### config.mk
export PLATFORM = sky130hd
export DESIGN_NAME = shift_right_iter
export DESIGN_NICKNAME = d
export VERILOG_FILES = /design/src/rtl/shift_right_iter.sv
export SDC_FILE = /design/constraint.sdc
export NUM_CORES = 1
export LEC_CHECK = 0
export CORE_MARGIN = 2
export CORE_UTILIZATION = 45
export CTS_CLUSTER_SIZE = 12
export DETAILED_ROUTE_END_ITERATION = 16
export PLACE_DENSITY_LB_ADDON = 0.12
export RECOVER_POWER = 25
export SYNTH_ARGS = -nofsm -noshare
export SYNTH_HDL_FRONTEND = slang
export SYNTH_SLANG_ARGS = --single-unit
### constraint.sdc
create_clock -name clock -period 5.72 [get_ports clock]
set_input_delay 1.144 -clock clock [delete_from_list [all_inputs] [get_ports clock]]
set_output_delay 1.144 -clock clock [all_outputs]
set_load 0.01 [all_outputs]
### src/rtl/shift_right_iter.sv
// Iterative right shifter (srl/sra) that consumes at most STEP bit positions per clock.
// Optional rotate-right mode is enabled by defining SHIFT_RIGHT_ROTATE_EN.
module shift_right_iter #(
  parameter int unsigned WIDTH = 32,
  parameter int unsigned STEP  = 8
) (
  input  logic                     clock,
  input  logic                     reset,
  input  logic                     ctrl_start,
  input  logic                     ctrl_arith,
`ifdef SHIFT_RIGHT_ROTATE_EN
  input  logic                     ctrl_rotate,
`endif
  input  logic [WIDTH-1:0]         data_operandA,
  input  logic [$clog2(WIDTH)-1:0] ctrl_shiftamt,
  output logic [WIDTH-1:0]         data_result,
  output logic                     data_resultRDY,
  output logic                     busy
);

  localparam int unsigned AW = $clog2(WIDTH);
  localparam int unsigned SW = $clog2(STEP) + 1;

  typedef enum logic [1:0] {IDLE, RUN, DONE} state_t;

  state_t            state, state_next;
  logic [WIDTH-1:0]  work, work_next, result_next, shifted;
  logic [AW-1:0]     rem, rem_next;
  logic              fill, fill_next;
  logic              last_step;
  logic [SW-1:0]     step_amt;
  logic [2*WIDTH-1:0] ext;
`ifdef SHIFT_RIGHT_ROTATE_EN
  logic              rot, rot_next;
`endif

  // One step of at most STEP positions; the upper half of ext supplies the vacated bits.
  always_comb begin
    last_step = ({1'b0, rem} <= (AW+1)'(STEP));
    step_amt  = last_step ? SW'(rem) : SW'(STEP);
`ifdef SHIFT_RIGHT_ROTATE_EN
    ext = rot ? {work, work} : {{WIDTH{fill}}, work};
`else
    ext = {{WIDTH{fill}}, work};
`endif
    shifted = WIDTH'(ext >> step_amt);
  end

  // State register
  always_ff @(posedge clock or posedge reset) begin
    if (reset) state <= IDLE;
    else       state <= state_next;
  end

  // Next-state logic; a start in any state restarts the operation
  always_comb begin
    state_next = state;
    if (ctrl_start) begin
      state_next = (ctrl_shiftamt != '0) ? RUN : DONE;
    end else begin
      case (state)
        IDLE:    state_next = IDLE;
        RUN:     state_next = last_step ? DONE : RUN;
        DONE:    state_next = IDLE;
        default: state_next = IDLE;
      endcase
    end
  end

  // Next values for the datapath and registered outputs
  always_comb begin
    work_next = work;
    rem_next  = rem;
    fill_next = fill;
`ifdef SHIFT_RIGHT_ROTATE_EN
    rot_next  = rot;
`endif
    if (ctrl_start) begin
      work_next = data_operandA;
      rem_next  = ctrl_shiftamt;
      fill_next = data_operandA[WIDTH-1] & ctrl_arith;
`ifdef SHIFT_RIGHT_ROTATE_EN
      rot_next  = ctrl_rotate;
`endif
    end else if (state == RUN) begin
      work_next = shifted;
      rem_next  = rem - AW'(step_amt);
    end
    result_next = (state_next == DONE) ? work_next : data_result;
  end

  // Datapath and output registers
  always_ff @(posedge clock or posedge reset) begin
    if (reset) begin
      work           <= '0;
      rem            <= '0;
      fill           <= 1'b0;
`ifdef SHIFT_RIGHT_ROTATE_EN
      rot            <= 1'b0;
`endif
      data_result    <= '0;
      data_resultRDY <= 1'b0;
      busy           <= 1'b0;
    end else begin
      work           <= work_next;
      rem            <= rem_next;
      fill           <= fill_next;
`ifdef SHIFT_RIGHT_ROTATE_EN
      rot            <= rot_next;
`endif
      data_result    <= result_next;
      data_resultRDY <= (state_next == DONE);
      busy           <= (state_next == RUN);
    end
  end

endmodule

== Word-level counts from Yosys, hierarchy flattened ==
Index checks and enable logic that the tools add are counted.

* Logic and storage cells: 25
* Register bits after elaboration: 74
* Output and inout port bits: 34

* Reductions and logical operators: 2
* Bitwise logic cells: 1
* $add $sub $neg: 1
* Shift-type cells: 1
* Mux-type cells: 9
* Magnitude comparators: 1
* Eq/ne operators: 3

{| class="wikitable"
|+ Operators with widths
! operator !! number
|-
| 2-to-1 mux 32 bit || 2
|-
| >> shifter 64 x 4 -> 32 bit || 1
|-
| 2-to-1 mux 5 bit || 2
|-
| 2-to-1 mux 2 bit || 4
|-
| <= comparator 5 x 4 -> 1 bit (second input constant) || 1
|-
| nonzero test 5 bit || 1
|-
| subtractor 5 x 4 -> 5 bit || 1
|-
| equality test 2 x 1 -> 1 bit (second input constant) || 2
|-
| 2-to-1 mux 4 bit || 1
|-
| equality test 2 bit (second input constant) || 1
|-
| nonzero test 2 bit || 1
|-
| bitwise AND 1 bit || 1
|}

== Depth between registers and ports, before layout ==
Gate-level depths: netlist of the first run.

* Word-level depth: 5
* Depth in mapped cells: 9

== Least setup slack after synthesis of the first run ==
OpenSTA, ideal clock, no wires.

* Path type: input port to flip-flop
* From: input port ctrl_start
* To: register data_result[10]
* Data arrival time: 2.830 ns
* Cell stages on the path: 8
* Required time: 5.595 ns
* Path slack: 2.765 ns
* Path through: clkbuf_1 > or3b_2 > buf_2 > a21oi_4 > nor2_1 > inv_2 > buf_4 > mux2_2

* Cells in the longest elaborated chain, start to end: 2
* Elaborated cells on any way between the ends: 3

{| class="wikitable"
|+ Ends and longest elaborated chain
! what !! line !! RTL
|-
| from (decl) || 9 || <nowiki>input logic ctrl_start,</nowiki>
|-
| 2-to-1 mux 2 bit || 58 || <nowiki>if (ctrl_start) begin</nowiki>
|-
| equality test 2 bit || 89 || <nowiki>result_next = (state_next == DONE) ? work_next : data_result;</nowiki>
|-
| to (signal assigned) || 111 || <nowiki>data_result <= result_next;</nowiki>
|-
| to (decl) || 16 || <nowiki>output logic [WIDTH-1:0] data_result,</nowiki>
|}

Parallel ways exist; a longest one is shown, timed or not.
A chain may end at the register's enable or synchronous reset.

== Worst setup path after layout of the first run ==
* From: register rem[0]
* To: register data_result[24]

* Cells in the longest elaborated chain, start to end: 5
* Elaborated cells on any way between the ends: 9

{| class="wikitable"
|+ Ends and longest elaborated chain
! what !! line !! RTL
|-
| from (decl) || 28 || <nowiki>logic [AW-1:0] rem, rem_next;</nowiki>
|-
| from (signal assigned) || 106 || <nowiki>rem <= rem_next;</nowiki>
|-
| <= comparator 5 x 4 -> 1 bit || 39 || <nowiki>last_step = ({1'b0, rem} <= (AW+1)'(STEP));</nowiki>
|-
| 2-to-1 mux 4 bit / 2-to-1 mux 2 bit (equally long branches) || 40, 63 ||
|-
| >> shifter 64 x 4 -> 32 bit / 2-to-1 mux 2 bit (equally long branches) || 46, 61 ||
|-
| 2-to-1 mux 32 bit / 2-to-1 mux 2 bit (equally long branches) || 85, 58 ||
|-
| 2-to-1 mux 32 bit / equality test 2 bit (equally long branches) || 78, 89 ||
|}

Parallel ways exist; a longest one is shown, timed or not.

==> flow_summary_export.csv, run 1 <==
group,metric,value,unit
detailed_routing,drc_errors,0,
timing,finalHoldWorstSlack,0.482,ns
outcome,violations,"capacitance limit, slew limit",
floorplanning,die_h,108,um
floorplanning,rows,38,
outcome,status,"finished, violations left",
clocking,clk_pin_slew,0.08,ns
clocking,cts_tree,"done",
worst_setup_path,r2r_start,"rem[0]$_DFFE_PP0P_",
power,finalPower,2.43,mW
detailed_routing,first_pass_iters,5,
power,power_density,411,nW/um^2
floorplanning,start_util,0.457,
grt,gr-total-overflow,0,
cells_and_area,diodes,0,
cells_and_area,finalNonFillerCells,779,
synthesis,synth_warnings,0,
cells_and_area,syn2layout_area_growth,20.8,%
worst_setup_path,criticalPathCategory,"reg2reg",
clocking,ctsRootBufferMaster,"clkbuf_8",
cells_and_area,final_common_cell,"dfrtp_1",
worst_setup_path,cp_data_arrival_time,3.90,ns
worst_setup_path,cp_cell_sequence,"buf_4 > or2_0 > a21oi_1 > or4_1 > a311o_1 > a31oi_2",
clocking,cts_setup_buffers,0,
clocking,clk-insertion-delay-late,0.36,ns
worst_setup_path,worst_path_largest_cell_delay,1.37,ns
worst_setup_path,start_kind,"register",
floorplanning,core,10700,sq um
timing,finalCriticalPeriod,3.62,ns
synthesis,ys_async_sr_fraction,1.00,
clocking,ctsHoldBuffers,0,
timing,worst_pin_slew,1.78,ns
cells_and_area,drive_gt1_frac,0.108,
placement,io_buffers,74,
timing,rsz0062_at_grt,"no",
power,p_leak,2.28,nW
synthesis,syn_avg_cell_area,8.21,sq um
grt,grt_pass1_wl,24.4,mm
clocking,htreeDepth,3,
timing,setup_tns,0,ns
floorplanning,die_area,11700,sq um
timing,setup_viol,0,
detailed_routing,drtIter0Drc,467,
detailed_routing,routed_wl,15.2,mm
detailed_routing,vias,4902,
worst_setup_path,regToRegSetupSlack,2.10,ns
timing,maxSlewViolCount,54,
clocking,clockBufferDepth,2,
grt,grt_usage,0.267,
worst_setup_path,reg2reg_depth,6,
worst_hold_path,hold_path.class,"reg2reg",
grt,antenna_found_initial,0,
grt,grt_pass1_vias,4725,
placement,placedCellCount,763,
timing,timing.final.crit_share,0.632,
cells_and_area,layout_common_cells,"74 x dfrtp_1, 70 x nor2_1, 69 x clkdlybuf4s50_1",
timing,max_slew_margin,-0.186,
worst_setup_path,path_max_fanout,48,
floorplanning,io_pins,75,
placement,dp_hpwl,10.1,mm
synthesis,synthesis.nets,638,
timing,fmax,277,MHz
worst_hold_path,min_from,"data_result[19]$_DFFE_PP0P_",
synthesis,syn-instance-count,596,
cells_and_area,nNetsFinal,676,
synthesis,synth_cell_types,60,
power,ir_drop,0.181,mV
synthesis,synth-edff-count,0,
worst_hold_path,hold_path_depth,2,
clocking,cts_buffers,9,
worst_setup_path,required,6.00,ns
detailed_routing,via_per_inst,6.29,
worst_setup_path,critPathSlowestCell,"or2_0",
detailed_routing,postRouteAntennaNets,0,
synthesis,synth-seq-area-share,0.379,
grt,grt_max_degree,90,
synthesis,synth_ff_type,"dfrtp_1",
synthesis,synth.cell_area,4890,sq um
clocking,cts_resized,0,
worst_setup_path,crit_path_end_kind,"register",
flow_run,maxCapViolations,2,
synthesis,synth_seq_cells,74,
worst_setup_path,r2r-end,"data_result[24]$_DFFE_PP0P_",
timing,skew,0.00499,ns
timing,hold_viol_final,0,
detailed_routing,wl_per_cell,19.5,um
clocking,cts_sinks,74,
floorplanning,dieWidth,108,um
worst_hold_path,hold_end,"data_result[19]$_DFFE_PP0P_",
placement,gp_congestion,0.902,
## cell families after synthesis
group,synth area share
simple gates,0.209
compound gates,0.275
flops,0.379
buf+inv,0.0565
mux,0.0775
fa+ha+maj,0.00256
other cells,0.000767
## where the power goes
part | switching, mW | leakage (nW) | internal [mW]
Clock | 0.212 | 0.144 | 0.379
Sequential | 0.174 | 0.884 | 0.690
Combinational | 0.495 | 1.25 | 0.478
## synthesized netlist by cell type (2+ instances only)
cell type  number  area (sq um)
mux2_2         23           259
a221o_1         2          20.0
buf_6           2          22.5
nor3_1         34           170
and2_1          3          18.8
nand2_1        57           214
nor2b_1        17           106
or4_1           4          30.0
mux4_2          4          90.1
a211oi_2        2          25.0
nor4_1          8          50.1
nor4bb_1        2          20.0
dfrtp_1        74          1850
nor2_1         70           263
buf_2          14          70.1
a2111oi_0       5          43.8
a211oi_1        9          67.6
buf_1           5          18.8
a31o_2          4          35.0
or2_2           2          12.5
a221oi_1        7          61.3
clkbuf_1       32           120
o31a_1          2          17.5
a21oi_1        65           325
nand3_1         3          15.0
or3b_2          3          26.3
a31oi_1         7          43.8
o22ai_1        17           106
nor3b_1         3          22.5
o211ai_1        3          22.5
mux2i_1         3          30.0
inv_1           7          26.3
o31ai_1        20           150
buf_4           2          15.0
a2111oi_1       4          40.0
o21ai_0        52           260
o21ai_1         2          10.0
## flip-flops by register name, indices dropped and copies added, names as in the netlist
register and count:
rem 5, work 32, fill 1, data_result 32
busy 1, state 2, data_resultRDY 1
## cell type report
type / count / area (sq um)
clock inverter: 7 / 164
timing repair buffer: 82 / 796
multi-input combinational: 459 / 2770
clock buffer: 9 / 124
inverter: 8 / 30.0
fill: 1004 / 4790
tap: 140 / 175
sequential: 74 / 1850
## metrics by stage
stage	cell area (sq um)	worst slack, ns	util
4_1_cts	5910	2.32	0.552
6_report	5910	2.10	0.552
2_1_floorplan	4890	2.69	-
3_3_place_gp	5620	2.04	0.525
5_1_grt	5910	1.83	0.552
3_5_place_dp	5620	1.93	0.525
## layer usage
metal	up-vias	global-route usage	part of all wire
met5	-	0	0
li1	2275	-	-
met4	0	0.0852	0.019
met2	220	0.441	0.49
met3	30	0.0476	0.063
met1	2377	0.358	0.43
## critical path, delay by kind of cell, from the launching register on
family / cells / cell delay (ns)
and+or+nand+nor: 2 / 1.94
AOI/OAI and AO/OA: 3 / 0.80
buffers and inverters: 1 / 0.45
DFF: 1 / 0.33
## how the worst max path moves through the flow
stage	slack, ns	from	to
after CTS	2.32	ctrl_start	data_result[31]$_DFFE_PP0P_
after detailed placement	1.93	ctrl_start	data_result[31]$_DFFE_PP0P_
final	2.10	rem[0]$_DFFE_PP0P_	data_result[24]$_DFFE_PP0P_
after floorplan	2.69	reset	busy$_DFF_PP0_
after global placement	2.04	ctrl_start	data_result[28]$_DFFE_PP0P_
after global routing	1.83	rem[0]$_DFFE_PP0P_	data_result[24]$_DFFE_PP0P_
No activity file was read; power rests on OpenSTA's default activity.
==> run 2: changes to the inputs <==
Clock period 5.72 ns to 3.2 ns, I/O delays scaled along.
==> run 2 against run 1 <==
- the run still ends with capacitance limit, slew limit left
- critical path depth down 1
- combinational power grew 86%
- die area unchanged
- sequential power rose by 79%
- routed wire length rose by 6.7%
- largest cell class unchanged
==> flow_summary_export.csv, run 2 (synthesized netlist as in run 1, its figures left out) <==
group,metric,value,unit
worst_setup_path,start_kind,"primary input",
placement,io_buffers,74,
flow_run,maxCapViolations,1,
timing,max_slew_margin,-0.261,
cells_and_area,finalNonFillerCells,796,
floorplanning,core,10700,sq um
clocking,clk-insertion-delay-late,0.36,ns
timing,setup_tns,0,ns
power,swShare,0.391,
detailed_routing,drc_errors,0,
worst_setup_path,criticalPathCategory,"in2reg",
timing,maxSlewViolCount,47,
floorplanning,rows,38,
grt,antenna_found_initial,1,
cells_and_area,nNetsFinal,693,
grt,gr-total-overflow,0,
grt,grt_max_degree,47,
timing,skew,0.0119,ns
grt,grt_pass1_wl,25.6,mm
grt,grt_pass1_vias,4896,
timing,setup_viol,0,
cells_and_area,reg_top3,"data_result x32, work x32, rem x5",
worst_hold_path,hold_path.class,"reg2reg",
timing,rsz0062_at_grt,"no",
power,power_frac_seq,0.380,
cells_and_area,layout_common_cells,"74 x dfrtp_1, 72 x clkdlybuf4s50_1, 70 x nor2_1",
detailed_routing,wl_per_cell,20.4,um
power,ir_drop,0.386,mV
outcome,status,"finished, violations left",
floorplanning,dieWidth,108,um
detailed_routing,routed_wl,16.2,mm
power,internal-power,2.49,mW
worst_setup_path,cp_data_arrival_time,3.15,ns
cells_and_area,drive_gt1_frac,0.128,
outcome,violations,"capacitance limit, slew limit",
timing,worst_pin_slew,1.89,ns
timing,fmax,345,MHz
clocking,cts_setup_buffers,0,
detailed_routing,first_pass_iters,6,
floorplanning,die_h,108,um
cells_and_area,syn2layout_area_growth,21.0,%
detailed_routing,vias,4987,
detailed_routing,via_per_inst,6.27,
cells_and_area,final_common_cell,"dfrtp_1",
power,clkPwrFrac,0.176,
worst_setup_path,worst_path_largest_cell_delay,1.36,ns
clocking,cts_resized,0,
placement,dp_hpwl,11.0,mm
power,power_switching,1.59,mW
worst_setup_path,path_max_fanout,46,
floorplanning,start_util,0.457,
floorplanning,die_area,11700,sq um
worst_setup_path,critPathSlowestCell,"clkbuf_1",
clocking,clk_pin_slew,0.08,ns
worst_setup_path,cp_cell_sequence,"buf_2 > clkbuf_1 > o21ai_0 > a31o_2 > mux2_2",
timing,finalCriticalPeriod,2.90,ns
worst_setup_path,crit_path_end_kind,"register",
placement,placedCellCount,780,
power,p_leak,2.31,nW
detailed_routing,drtIter0Drc,443,
worst_setup_path,critPathBufInv,2,
power,combPwrFrac,0.444,
grt,grt_usage,0.284,
clocking,cts_tree,"done",
clocking,cts_buffers,9,
clocking,ctsHoldBuffers,0,
floorplanning,io_pins,75,
placement,gp_congestion,0.942,
clocking,cts_sinks,74,
power,power_density,689,nW/um^2
timing,hold_viol_final,0,
power,finalPower,4.08,mW
timing,timing.final.crit_share,0.907,
clocking,htreeDepth,3,
clocking,ctsRootBufferMaster,"clkbuf_8",
worst_setup_path,worst_path_dominant_cell_family,"buffers and inverters",
clocking,clockBufferDepth,2,
detailed_routing,postRouteAntennaNets,0,
worst_setup_path,required,3.44,ns
[run 2: cell types whose count changed in the layout (fill, tap and decap cells not counted), sizes merged]
| cell | change |
|---|---|
| clkbuf | +4 |
| inv | -1 |
| clkinv | +2 |
| bufinv | -4 |
| clkdlybuf4s50 | +3 |
| clkinvlp | +1 |
| buf | +14 |
| diode | +1 |
| dlygate4sd3 | -3 |
[run 2: worst reg2reg max path, stage by stage, from the launching register on]
cell and delay, ns:
dfrtp_1 0.54, or3b_2 0.82, a211oi_1 0.41, nor4_1 0.10, a2111oi_0 0.53, buf_4 0.23, o211ai_1 0.08
[run 2: cell type report]
| cell class | count | area, sq um |
|---|---|---|
| fill | 1031 | 4780 |
| multi-input combinational | 459 | 2760 |
| sequential | 74 | 1850 |
| timing repair buffer | 99 | 913 |
| tap | 140 | 175 |
| clock buffer | 10 | 128 |
| clock inverter | 5 | 56.3 |
| inverter | 8 | 30.0 |
| antenna | 1 | 2.50 |
[run 2: path summary, 6_finish.rpt]
| path | startpoint | to | slack [ns] | depth (start not counted) |
|---|---|---|---|---|
| setup reg to reg | rem[4]$_DFFE_PP0P_ | data_result[6]$_DFFE_PP0P_ | 0.36 | 6 |
| setup / recovery | ctrl_start | data_result[11]$_DFFE_PP0P_ | 0.30 | 5 |
| min in group asynchronous | reset | data_result[20]$_DFFE_PP0P_ | 0.85 | 2 |
| max in group asynchronous | reset | data_result[10]$_DFFE_PP0P_ | 0.84 | 3 |
| hold / removal | data_result[14]$_DFFE_PP0P_ | data_result[14]$_DFFE_PP0P_ | 0.48 | 2 |
| hold reg to reg | data_result[14]$_DFFE_PP0P_ | data_result[14]$_DFFE_PP0P_ | 0.48 | 2 |
[run 2: power by group through the flow]
stage | Sequential (mW) | Clock [mW] | Combinational, mW
CTS | 1.54 | 0.738 | 1.81
finish | 1.55 | 0.717 | 1.81
detailed placement | 1.56 | 0 | 1.80
global route | 1.59 | 0.778 | 1.98
floorplan | 1.55 | 0 | 0.966
global placement | 1.54 | 0 | 1.79
[run 2: metrics by stage]
step                      setup WS [ns]   util  cell area [sq um]  hold WS, ns
after global placement            0.469  0.538               5760        0.463
after floorplan                   0.678      -               4890        0.516
after detailed placement          0.384  0.538               5760        0.471
final                             0.298  0.553               5920        0.484
after global routing              0.161  0.553               5920        0.521
after CTS                         0.352  0.555               5940        0.490
[run 2: per-layer routing]
metal | vias up | global-route usage | wire, um
met2 | 227 | 0.449 | 7590
met1 | 2400 | 0.369 | 6940
met4 | 0 | 0.131 | 545
met3 | 55 | 0.0639 | 1170
li1 | 2305 | - | -
met5 | - | 0 | 0
==> run 3: changes to the inputs <==
Clock period 3.2 ns to 3.1 ns, I/O delays scaled along.
==> run 3 against run 2 <==
- the run now ends clean
- register-to-register slack lost 0.16 ns
- critical path depth grew 1
- sequential cell count stayed put
- core utilization is 0.88 points higher
- count of clock-buffer cells in the layout is 1 lower
- worst hold slack got worse by 0.00060 ns
- critical endpoint is now data_result[20]$_DFFE_PP0P_
- highest routed layer unchanged
==> flow_summary_export.csv, run 3 (synthesized netlist as in run 1, its figures left out) <==
group,metric,value,unit
outcome,status,"complete, no violations",
timing,max_slew_margin,0.415,
power,power_density,737,nW/um^2
timing,setup_viol,0,
detailed_routing,first_pass_iters,5,
worst_setup_path,criticalPathCategory,"reg2reg",
cells_and_area,layout_common_cells,"74 x dfrtp_1, 72 x clkdlybuf4s50_1, 70 x nor2_1",
placement,io_buffers,74,
floorplanning,core,10700,sq um
power,ir_drop,0.356,mV
clocking,cts_setup_buffers,0,
cells_and_area,diodes,0,
worst_setup_path,path_max_fanout,28,
floorplanning,io_pins,75,
worst_setup_path,required,3.35,ns
placement,gp_congestion,0.909,
power,p_leak,2.36,nW
flow_run,maxCapViolations,0,
detailed_routing,routed_wl,16.7,mm
worst_setup_path,start_kind,"register",
clocking,cts_buffers,9,
timing,maxSlewViolCount,0,
detailed_routing,via_per_inst,6.28,
clocking,htreeDepth,3,
timing,fmax,345,MHz
timing,worst_slack,0.199,ns
timing,finalCriticalPeriod,2.90,ns
grt,grt_pass1_wl,26.4,mm
detailed_routing,wl_per_cell,20.9,um
floorplanning,die_h,108,um
placement,dp_hpwl,11.6,mm
floorplanning,rows,38,
cells_and_area,drive_gt1_frac,0.139,
timing,rsz0062_at_grt,"no",
clocking,clockBufferDepth,2,
cells_and_area,syn2layout_area_growth,22.9,%
grt,grt_max_degree,53,
timing,hold_viol_final,0,
grt,gr-total-overflow,0,
grt,antenna_found_initial,0,
detailed_routing,vias,5026,
cells_and_area,reg_top3,"data_result x32, work x32, rem x5",
detailed_routing,drtIter0Drc,496,
timing,setup_tns,0,ns
clocking,ctsHoldBuffers,0,
timing,worst_pin_slew,0.878,ns
worst_hold_path,hold_path.class,"reg2reg",
clocking,clk-insertion-delay-late,0.38,ns
detailed_routing,drc_errors,0,
worst_setup_path,worst_path_largest_cell_delay,0.83,ns
placement,post-place-ws,0.230,ns
worst_setup_path,crit_path_end_kind,"register",
cells_and_area,final_common_cell,"dfrtp_1",
clocking,cts_sinks,74,
floorplanning,die_area,11700,sq um
detailed_routing,postRouteAntennaNets,0,
clocking,ctsRootBufferMaster,"clkbuf_8",
grt,grt_usage,0.295,
worst_setup_path,cp_data_arrival_time,3.15,ns
timing,timing.final.crit_share,0.936,
grt,grt_pass1_vias,4945,
clocking,cts_tree,"done",
worst_setup_path,cp_cell_sequence,"or3b_2 > a211oi_1 > nor4_1 > a2111oi_0 > buf_4 > o31ai_1",
worst_setup_path,critPathSlowestCell,"or3b_2",
cells_and_area,nNetsFinal,697,
timing,skew,0.0125,ns
floorplanning,dieWidth,108,um
clocking,clk_pin_slew,0.08,ns
floorplanning,start_util,0.457,
[run 3: cell types whose count changed in the layout (fill, tap and decap cells not counted)]
cell,delta
clkinv_4,+1
clkbuf_1,-3
buf_4,+6
clkinvlp_4,-1
bufinv_16,+2
diode_2,-1
a2111oi_1,+1
a2111oi_0,-1
[run 3: cell type report]
class                   count  area (sq um)
clock inverters             7           118
repair buffers            103           951
well taps                 140           175
inverters                   8          30.0
flip-flops and latches     74          1850
clock buffers               9           124
multi-input cells         459          2760
fillers                  1020          4680
[run 3: through the flow]
stage / hold WS, ns / total power, mW / cell area [sq um] / cells / util
floorplan: 0.516 / 2.60 / 4890 / 596 / -
detailed placement: 0.471 / 3.49 / 5790 / 784 / 0.541
global placement: 0.467 / 3.46 / 5790 / 784 / 0.541
global route: 0.512 / 4.70 / 6010 / 800 / 0.562
CTS: 0.492 / 4.44 / 6030 / 800 / 0.563
finish: 0.484 / 4.43 / 6010 / 800 / 0.562
[run 3: path summary, 6_finish.rpt]
path                                              from                          end  slack [ns]  depth (start not counted)
max in group asynchronous                        reset           rem[2]$_DFFE_PP0P_        1.05                          3
max                                 rem[4]$_DFFE_PP0P_  data_result[20]$_DFFE_PP0P_        0.20                          6
min                        data_result[19]$_DFFE_PP0P_  data_result[19]$_DFFE_PP0P_        0.48                          2
min reg2reg                data_result[19]$_DFFE_PP0P_  data_result[19]$_DFFE_PP0P_        0.48                          2
min in group asynchronous                        reset  data_result[26]$_DFFE_PP0P_        0.77                          2
max reg2reg                         rem[4]$_DFFE_PP0P_  data_result[20]$_DFFE_PP0P_        0.20                          6
[run 3: what timing repair did]
action / CTS / global route
setup endpoints to repair: 0 / 1
endpoints found under the hold margin: 0 / 0
resized for setup: 0 / 1
[run 3: critical path, delay by kind of cell, from the launching register on]
family,cells,cell delay [ns]
flops,1,0.53
buf+inv,1,0.24
simple gates,2,0.91
compound gates,3,1.09
[run 3: routing by layer]
| layer | track usage | wire length (um) |
|---|---|---|
| met1 | 0.382 | 7000 |
| met2 | 0.498 | 8200 |
| met3 | 0.0362 | 1070 |
| met4 | 0.123 | 438 |
| met5 | 0 | 0 |
[run 3: power breakdown]
part	internal, mW	switching [mW]	total, mW
registers	1.27	0.335	1.61
logic	0.936	0.952	1.89
clock network	0.534	0.400	0.934
